### src/rtl/la_dft_pkg.sv
// Shared DFT definitions: scan-chain direction selectors, shift-counter state
// encoding and the counter-width helper used by scan register banks.
package la_dft_pkg;

    localparam bit LA_SCAN_LSB_IN = 1'b0;
    localparam bit LA_SCAN_MSB_IN = 1'b1;

    typedef enum logic {
        CNT_IDLE  = 1'b0,
        CNT_SHIFT = 1'b1
    } la_cnt_state_e;

    // Bits needed to count 0..width inclusive.
    function automatic int la_cntw(input int width);
        return $clog2(width + 1);
    endfunction

endpackage

### src/rtl/la_sdffvec_cnt.sv
// Saturating scan-shift counter: counts consecutive se=1 edges up to MAX and
// raises a registered sfull once a full chain length has been shifted.
module la_sdffvec_cnt
    import la_dft_pkg::*;
#(
    parameter int MAX = 8,
    parameter int CW  = la_cntw(MAX)
) (
    input  logic          clk,
    input  logic          rst,
    input  logic          se,
    output logic [CW-1:0] scnt,
    output logic          sfull
);

    localparam logic [CW-1:0] MAX_C = CW'(MAX);

    la_cnt_state_e state;
    la_cnt_state_e state_next;
    logic [CW-1:0] scnt_next;
    logic          sfull_next;

    always_ff @(posedge clk) begin
        if (rst) begin
            state <= CNT_IDLE;
            scnt  <= '0;
            sfull <= 1'b0;
        end else begin
            state <= state_next;
            scnt  <= scnt_next;
            sfull <= sfull_next;
        end
    end

    always_comb begin
        state_next = state;
        scnt_next  = scnt;
        sfull_next = sfull;
        case (state)
            CNT_IDLE: begin
                if (se) begin
                    state_next = CNT_SHIFT;
                    scnt_next  = CW'(1);
                    sfull_next = (MAX_C == CW'(1));
                end else begin
                    scnt_next  = '0;
                    sfull_next = 1'b0;
                end
            end
            CNT_SHIFT: begin
                if (se) begin
                    // Hold at MAX so a long scan burst never wraps back to 0.
                    if (scnt != MAX_C) begin
                        scnt_next = scnt + CW'(1);
                    end
                    sfull_next = (scnt_next == MAX_C);
                end else begin
                    state_next = CNT_IDLE;
                    scnt_next  = '0;
                    sfull_next = 1'b0;
                end
            end
            default: begin
                state_next = CNT_IDLE;
                scnt_next  = '0;
                sfull_next = 1'b0;
            end
        endcase
    end

endmodule

### src/rtl/la_sdffvec.sv
// WIDTH-bit scan register bank: sync-reset D flops with load enable, one serial
// scan chain through every bit, and a saturating shift counter with full flag.
module la_sdffvec
    import la_dft_pkg::*;
#(
    parameter                   PROP   = "DEFAULT",
    parameter int               WIDTH  = 8,
    parameter logic [WIDTH-1:0] RSTVAL = {WIDTH{1'b0}},
    parameter bit               MSBIN  = LA_SCAN_LSB_IN,
    localparam int              CW     = la_cntw(WIDTH)
) (
    input  logic             clk,
    input  logic             rst,
    input  logic             en,
    input  logic [WIDTH-1:0] d,
    input  logic             se,
    input  logic             si,
    output logic [WIDTH-1:0] q,
    output logic             so,
    output logic [CW-1:0]    scnt,
    output logic             sfull
);

    logic [WIDTH-1:0] chain;

    // Tech-mapping hook: non-default PROP values select a library cell elsewhere.
    if (PROP == "DEFAULT") begin : g_prop_default
    end

    for (genvar i = 0; i < WIDTH; i++) begin : g_chain
        if (MSBIN == LA_SCAN_MSB_IN) begin : g_msb_in
            if (i == WIDTH - 1) begin : g_head
                assign chain[i] = si;
            end else begin : g_link
                assign chain[i] = q[i+1];
            end
        end else begin : g_lsb_in
            if (i == 0) begin : g_head
                assign chain[i] = si;
            end else begin : g_link
                assign chain[i] = q[i-1];
            end
        end
    end

    // rst first so unknown se/en during reset cannot disturb the reset value.
    always_ff @(posedge clk) begin
        if (rst) begin
            q <= RSTVAL;
        end else if (se) begin
            q <= chain;
        end else if (en) begin
            q <= d;
        end
    end

    if (MSBIN == LA_SCAN_MSB_IN) begin : g_so_msb
        assign so = q[0];
    end else begin : g_so_lsb
        assign so = q[WIDTH-1];
    end

    la_sdffvec_cnt #(
        .MAX (WIDTH),
        .CW  (CW)
    ) u_cnt (
        .clk   (clk),
        .rst   (rst),
        .se    (se),
        .scnt  (scnt),
        .sfull (sfull)
    );

endmodule
### config.mk
export PLATFORM = sky130hd
export DESIGN_NAME = la_sdffvec
export DESIGN_NICKNAME = d
export VERILOG_FILES = /design/src/rtl/la_dft_pkg.sv /design/src/rtl/la_sdffvec_cnt.sv /design/src/rtl/la_sdffvec.sv
export SDC_FILE = /design/constraint.sdc
export NUM_CORES = 1
export LEC_CHECK = 0
export CORE_ASPECT_RATIO = 0.8
export CORE_MARGIN = 2
export CORE_UTILIZATION = 39
export CTS_BUF_LIST = sky130_fd_sc_hd__clkbuf_4
export DETAILED_ROUTE_END_ITERATION = 10
export PLACE_DENSITY = 0.76
export RECOVER_POWER = 100
export SYNTH_ARGS = -nofsm -noshare
export SYNTH_HDL_FRONTEND = slang
export SYNTH_SLANG_ARGS = --single-unit
### constraint.sdc
create_clock -name clk -period 1.3 [get_ports clk]
set_input_delay 0.13 -clock clk [delete_from_list [all_inputs] [get_ports clk]]
set_output_delay 0.13 -clock clk [all_outputs]
set_load 0.005 [all_outputs]
After elaboration in Yosys (flattened, before gate mapping)
Cells that the tools add are included.
{ "totals": {"out_inout_bits": 14, "input_bits": 13, "regBits": 14} }
{ "op_classes": {"reduce_logical": 1, "n_addsub": 1, "eq_ne": 2, "n_bitwise": 1, "mux": 11} }
{ "ops": {"columns": ["cell", "n"], "rows": [
  ["4-bit 2-to-1 mux", 4],
  ["8-bit 2-to-1 mux", 2],
  ["4-bit one-hot mux with 2 select lines", 1],
  ["4-bit by 1-bit adder with 4-bit output (second input constant)", 1],
  ["4-bit == test (second input constant)", 1],
  ["4-bit != test (second input constant)", 1],
  ["1-bit 2-to-1 mux", 3],
  ["1-bit one-hot mux with 2 select lines", 1],
  ["2-bit nonzero test", 1],
  ["1-bit inverter", 1]
]} }

Logic depth before layout (Yosys ltp)
{ "logic_depth": {"ltp_word": 7, "mapped_depth": 5, "ltp_nobuf": 5} }

Modules after synthesis
A second synthesis with hierarchy kept.
{ "hier_totals": {"hier_cells": 64, "area_unflattened_um2": 659.4} }
{ "modules_own_cells": {"columns": ["module", "area_per_inst_um2", "cells_per_inst", "seq_area_each_um2", "instances"], "rows": [
  ["la_sdffvec", 376.6, 36, 160.2, 1],
  ["la_sdffvec_cnt", 282.8, 28, 120.1, 1]
]} }

Worst setup path after synthesis
No wires, ideal clock.
{ "synth_timing": {"path_kind": "reg-to-reg", "from": "register u_cnt.scnt[0]", "to": "register u_cnt.sfull", "arrival_ps": 1213, "path_stages_with_launch": 6, "synth_period_minus_slack_ps": 1317, "setup_time_ps": 103, "n_path_buf": 0, "setup_slack_ps": -17, "path_cell_list": "dfxtp_1 > inv_1 > ha_1 > nand3b_4 > o21a_1 > a2111oi_2"} }
{ "synth_via": {"elab_chain_cells": 7, "elab_cells_between_ends": 8, "classes_between": "add/sub: 1; eq/ne: 2; mux: 5"} }
{ "synth_lines": {"columns": ["item", "line_no", "source"], "rows": [
  ["from (decl)", "la_sdffvec_cnt.sv:12", "output logic [CW-1:0] scnt,"],
  ["from (signal assigned)", "la_sdffvec_cnt.sv:30", "scnt <= scnt_next;"],
  ["4-bit by 1-bit adder with 4-bit output / 4-bit != test (equally long branches)", "la_sdffvec_cnt.sv:54, la_sdffvec_cnt.sv:53", null],
  ["4-bit 2-to-1 mux *", "la_sdffvec_cnt.sv:53", "if (scnt != MAX_C) begin"],
  ["4-bit 2-to-1 mux *", "la_sdffvec_cnt.sv:51", "if (se) begin"],
  ["4-bit 2-to-1 mux *", "la_sdffvec_cnt.sv:39", "case (state)"],
  ["4-bit == test *", "la_sdffvec_cnt.sv:56", "sfull_next = (scnt_next == MAX_C);"],
  ["1-bit 2-to-1 mux *", "la_sdffvec_cnt.sv:51", null],
  ["1-bit one-hot mux with 2 select lines *", "la_sdffvec_cnt.sv:39", null],
  ["to (signal assigned)", "la_sdffvec_cnt.sv:31", "sfull <= sfull_next;"],
  ["to (decl)", "la_sdffvec_cnt.sv:13", "output logic sfull"]
]} }
Every way passes the cells marked *; elsewhere a longest branch is shown, timed or not. The select of a mux whose other input is x is not followed.
A chain may end at the register's enable or synchronous reset.

Worst setup path in the final report
Same ends and word-level chain as after synthesis.

==> metrics.txt <==
Comb pwr share 0.193; Die ar. approximately 0.0021 mm^2; Sw Ratio 0.2260; Filler Cell Count 139; Int Pwr 661.2 uW; FF+latch area 295.3 um^2; min Tclk post-route roughly 1300 ps; IO buf count 26; CTS Buf Count 3; Die Wd 50.67 um; Final setup viols 0; met1 usage 0.1714; switching power slightly below 200 uW; synthesized cell area approximately 680 um^2; number of global-route vias before repair 473; drt drc 0; hold_buf cts 0; max-cap violations 0; detailed placement HPWL roughly 1.1 mm; Crit. End Element flop; Cell Pwr Density 816.6 mW/mm^2; Total Wirelength 1.458 mm; largest fanout on the critical path 4; critical setup path kind flop to flop; Hold Crit Class primary input to flop; Max-Slew Margin vs Limit 0.7869; gr busiest metal met2; critical path buffer and inverter count 1; Final Hold Vio Count 0; Antenna Nets Post-Route 0; Synth Warn # 0; starting density of the core 0.4177; VDD IR max between 0.0008 and 0.0009 V; Root Driver clkbuf_4; area grow syn2layout 53.96%; Via density 4.795; Core Region 0.001627 mm^2; synthesized instance count 64; CTS clk-pin slew, worst paths 70 ps; # IOs 27; Wirelength per Cell 12.46 um; Req. time, crit path 1470 ps; synthesized area per cell around 11 um^2; Mapped Nets 79; global placement routability congestion 0.7313; Setup Skew ~2.0 ps; Worst Max-Slew Pin Slew 318.6 ps; Total Power roughly 850 uW; register bit count reported by yosys 14; first-pass GRT wire length roughly 2.1 mm; Pins Over Slew Limit 0; Final nets 112; Overall Global Routing Usage 0.1415; max incr delay on CP 370 ps; initial antenna violation count 0; share of layout cells above drive strength 1 0.3053; status finished, final reports clean; clock buffer depth 2; multi-input logic area between 300 and 400 um^2; critical path's top delay family flip-flops; grt total ovfl 0; CTS Sinks 14; via count 561; Post-synth EDFFs 0; CTS tree done; DRT Pass-1 Iters 4; DR iter-0 viols 12; Worst Path Arrival approximately 1500 ps; Pleak 0.0004584 uW; ys flop type dfxtp_1; CP cell instances inv_1 -> ha_4 -> nand2_1 -> nand3_2 -> a2111oi_4; Yosys cell types 22; largest net degree at the start of global routing 9; Clock power frac 0.271; Seq pwr share 0.536; CP Launch Type flop; met3 usage 0.05357; met2 Usage GRT 0.2336; Die H 41.33 um; H-tree depth 1; Fmax 0.7758 GHz; period utilisation layout 0.9915; clk_lat worst skew 270 ps; ANT cells 0; fraction of registers with async set/reset 0; placed inst area just under 0.001 mm^2; RSZ-0062 raised after global routing yes; final instance area 0.001046 mm^2; slowest CP cell dfxtp_2; row cnt 13; sequential area share after synthesis 0.4125
==> per-layer routing <==
layer	share of wire	routed length, um
met4	0.0089	13
met2	0.50	726
met3	0.041	60
met5	0	0
met1	0.45	658
==> registers in the layout, indices dropped and copies added (netlist names) <==
signal and flops:
q 8, u_cnt.scnt 4, u_cnt.sfull 1, u_cnt.state 1
==> per-stage QoR <==
stage          utilization  setup slack, ps  hold slack [ps]  TNS [ps]  cells
5_1_grt             0.6431           -63.79            500.8    -63.79    117
3_5_place_dp        0.6069           -90.58            458.5    -615.1    114
3_3_place_gp        0.6069           -71.89            444.8    -503.1    114
6_report            0.6431            11.08            464.1         0    117
4_1_cts             0.6308            3.005            463.2         0    117
2_1_floorplan            -            30.48            276.8         0     64
==> power by group through the flow <==
stage          clock (uW)  combinational [uW]  sequential (uW)
6_report              231                 165              458
5_1_grt               258                 178              460
4_1_cts               245                 164              457
3_5_place_dp            0                 161              471
3_3_place_gp            0                 159              470
2_1_floorplan           0                75.7              472
==> what timing repair did <==
item | 4_1_cts | 5_1_grt
setup endpoints to repair | 5 | 8
setup buffers | 0 | 0
gates cloned | 0 | 0
pin swaps | 1 | 0
gates resized for setup | 8 | 8
==> logic make-up after synthesis <==
| family | after synthesis | synth area share |
|---|---|---|
| AO/OA/AOI/OAI | 4 | 0.05156 |
| XOR/XNOR | 2 | 0.02579 |
| adder cells (fa/ha/maj) | 2 | 0.03683 |
| buffers and inverters | 6 | 0.05341 |
| flip-flops | 14 | 0.4125 |
| multiplexers | 16 | 0.2505 |
| AND/OR/NAND/NOR | 20 | 0.1694 |
==> final timing paths <==
| check | startpoint | slack [ps] | to | depth (start not counted) |
|---|---|---|---|---|
| worst max-delay path | u_cnt.scnt[0]$_SDFF_PP0_ | 10 | u_cnt.sfull$_SDFF_PP0_ | 5 |
| worst min register to register | q[0]$_SDFFE_PP0P_ | 510 | q[1]$_SDFFE_PP0P_ | 2 |
| worst min-delay path | si | 460 | q[0]$_SDFFE_PP0P_ | 3 |
| worst max register to register | u_cnt.scnt[0]$_SDFF_PP0_ | 10 | u_cnt.sfull$_SDFF_PP0_ | 5 |
==> worst register-to-register path: cells and delay by family (launching register included) <==
| kind | cells | cell delay (ps) |
|---|---|---|
| AO/OA/AOI/OAI | 1 | 350 |
| flip-flops | 1 | 370 |
| buffers and inverters | 1 | 90 |
| AND/OR/NAND/NOR | 2 | 210 |
| adder cells (fa/ha/maj) | 1 | 180 |
==> cells in the final DEF, fill, tap and decap left out <==
master,Yosys,layout
clkdlybuf4s50_1,0,22
nor2_1,10,10
mux2_2,8,8
mux2i_1,8,8
buf_4,1,6
dfxtp_2,0,6
dfxtp_1,14,6
clkbuf_4,0,3
inv_1,2,2
nand2_1,2,2
nand3_1,3,2
dlygate4sd2_1,0,2
dlymetal6s2s_1,0,2
dfxtp_4,0,2
nand3b_1,1,1
or2b_1,1,1
nor2b_1,0,1
a21oi_1,1,1
and3_1,1,1
xor2_1,1,1
nand3b_4,1,1
xnor2_1,1,1
a21boi_0,1,1
nand3_2,0,1
o21a_1,1,1
a2111oi_4,0,1
ha_4,0,1
ha_1,2,1
==> area by class of cell <==
cell class,count,share of cell area
repair buffers,32,0.2943
multi-input cells,44,0.3684
well taps,22,0.02632
inverters,2,0.007177
clock buffers,3,0.02153
flip-flops and latches,14,0.2823
==> cells in the mapped netlist, types with 2 or more instances <==
master | n | share of area
ha_1 | 2 | 0.037
inv_1 | 2 | 0.011
buf_2 | 2 | 0.015
dfxtp_1 | 14 | 0.41
mux2_2 | 8 | 0.13
nand3_1 | 3 | 0.022
mux2i_1 | 8 | 0.12
nor2_1 | 10 | 0.055
nand2_1 | 2 | 0.011
No activity file was read; power rests on OpenSTA's default activity.
==> RTL edit, RTL diff (same flow settings) <==
Change the parameter `WIDTH` from 8 to 9.
--- a/src/rtl/la_sdffvec.sv
+++ b/src/rtl/la_sdffvec.sv
@@ -5,5 +5,5 @@
 #(
     parameter                   PROP   = "DEFAULT",
-    parameter int               WIDTH  = 8,
+    parameter int               WIDTH  = 9,
     parameter logic [WIDTH-1:0] RSTVAL = {WIDTH{1'b0}},
     parameter bit               MSBIN  = LA_SCAN_LSB_IN,
Interface: changed (resized d and q); port bits go from 27 to 29. No check against the original RTL was run, so the function may have changed too.
==> RTL edit against the original RTL <==
  * Setup slack gained 0.020 ns
  * Global-route usage grew 3.3 points
  * Sequential cell count grew 1
  * Wire length grew 20%
  * Core utilization grew 5.3 points
  * Area after synthesis grew 6.6%
  * Count of clock-buffer cells in the layout grew 1
  * Fmax grew 1.6%
  * Cell area grew 13%
  * Total power grew 13%
  * Final cell count grew 13%
==> RTL edit: results (changes against the original RTL) <==
| Metric | Value |
|---|---|
| Slew headroom | 82.7% (+4.0 points) |
| Netlist cell types | 21 (-4.5%) |
| Min Hold Slack | 0.438 ns (-0.0257 ns) |
| Hold Path Depth | 1 (-2) |
| Pin count of the biggest net entering global routing | 10 (+1) |
| Register area share after synthesis | 41.5% (+0.20 points) |
| Drt via density | 4.92 (+2.5%) |
| Top Family by Delay on Critical Path | buffers and inverters |
| Vias in the first global route | 638 (+35%) |
| Largest stage delay, worst path | 0.49 ns (+0.12 ns) |
| Crit path max-delay cell type | clkdlybuf4s50_1 |
| DP Wirelength | 1240 um (+12%) |
| Layout Skew | 0.00325 ns (+0.00129 ns) |
| Layout cells sized above 1 | 39.1% (+8.6 points) |
| Quantity of gates resized following cts | 10 (+2) |
| Post-CTS Setup Inserts | 4 (+4) |
| Global-route wire length before repair | 2790 um (+35%) |
| Max FO, Critical Path | 3 (-1) |
| Iter 0 DRT Violations | 7 (-5) |
| Synth Area in Compound Gates | 5.70% (+0.54 points) |
| Largest registers | q: 9 flops, u_cnt.scnt: 4 flops |
| Crit path DAT | 1.14 ns (-0.32 ns) |
| DP Area | 1060 um^2 (+7.5%) |
| Switching share of power | 23.0% (+0.39 points) |
| RR Startpoint | u_cnt.scnt[1] |
| Pleak | 0.562 nW (+23%) |
| Synth async-reset ratio | 0% (unchanged) |
| Multiplexer share of the synthesized area | 26.4% (+1.4 points) |
| HP Start | u_cnt.state |
| Port buffer count | 28 (+7.7%) |
| R2R setup slack | 0.03 ns (+0.02 ns) |
| Htree depth | 1 (unchanged) |
| Top cells by area, synth | dfxtp_1 41%, mux2_2 14%, mux2i_1 12%, nor2_1 5.7%, xnor2_1 3.6% |
| Die Area | 2220 um^2 (+6.0%) |
| Placed insts | 123 (+7.9%) |
| Routed WL per cell | 13.2 um (+6.0%) |
| Root Driver | clkbuf_4 |
| Pre-CTS setup slack | -0.122 ns (-0.0319 ns) |
| Routing usage on met1 | 19.0% (+1.9 points) |
| Top cells by count, synth | 15 x dfxtp_1, 11 x nor2_1, 9 x mux2_2, 9 x mux2i_1, 3 x xnor2_1 |
| Syn_nets | 86 (+8.9%) |
| Status | completed |
| Gr usage total | 17.5% (+3.3 points) |
| Met2 Track Usage GR | 29.9% (+6.5 points) |
| Final Non-Filler Cells | 132 (+13%) |
| Number of antenna diodes | 0 (unchanged) |
RTL edit: power by group through the flow:
stage	Clock [W]	Sequential, W	Combinational [W]
6_report	0.000285	0.000493	0.000188
5_1_grt	0.000316	0.000496	0.000203
4_1_cts	0.000296	0.000492	0.000185
3_5_place_dp	0	0.000504	0.000182
3_3_place_gp	0	0.000503	0.000178
2_1_floorplan	0	0.000505	0.0000817
RTL edit: worst max-delay path by stage:
| stage | from | cells after the start | slack (ns) | end |
|---|---|---|---|---|
| floorplan | u_cnt.scnt[0] | 4 | 0.03 | u_cnt.sfull |
| global placement | en | 5 | -0.05 | q[7] |
| detailed placement | en | 5 | -0.12 | q[8] |
| CTS | q[3] | 1 | 0.004 | q[3] |
| global route | u_cnt.scnt[1] | 5 | -0.09 | u_cnt.sfull |
| finish | u_cnt.scnt[2] | 1 | 0.03 | scnt[2] |
RTL edit: cells by family (layout without fill, tap and decap cells):
logic type               after synthesis  in the layout
AO/OA/AOI/OAI                          5              5
XOR/XNOR                               3              3
adder cells (fa/ha/maj)                2              2
buffers and inverters                  6             46
flip-flops                            15             15
multiplexers                          18             18
AND/OR/NAND/NOR                       21             21
RTL edit: routing by layer:
layer / share of wire, % / routed length (um) / up-vias
met1: 40 / 705 / 306
met2: 53 / 916 / 18
met3: 5.2 / 90 / 4
met4: 1.7 / 30 / 0
met5: 0 / 0 / -
li1: - / - / 321
RTL edit: final cells by class:
| cell class | instances | area, um^2 |
|---|---|---|
| clock buffers | 4 | 30.0 |
| fillers | 130 | 514 |
| inverters | 2 | 7.51 |
| multi-input cells | 49 | 409 |
| flip-flops and latches | 15 | 322 |
| well taps | 22 | 27.5 |
| repair buffers | 40 | 382 |
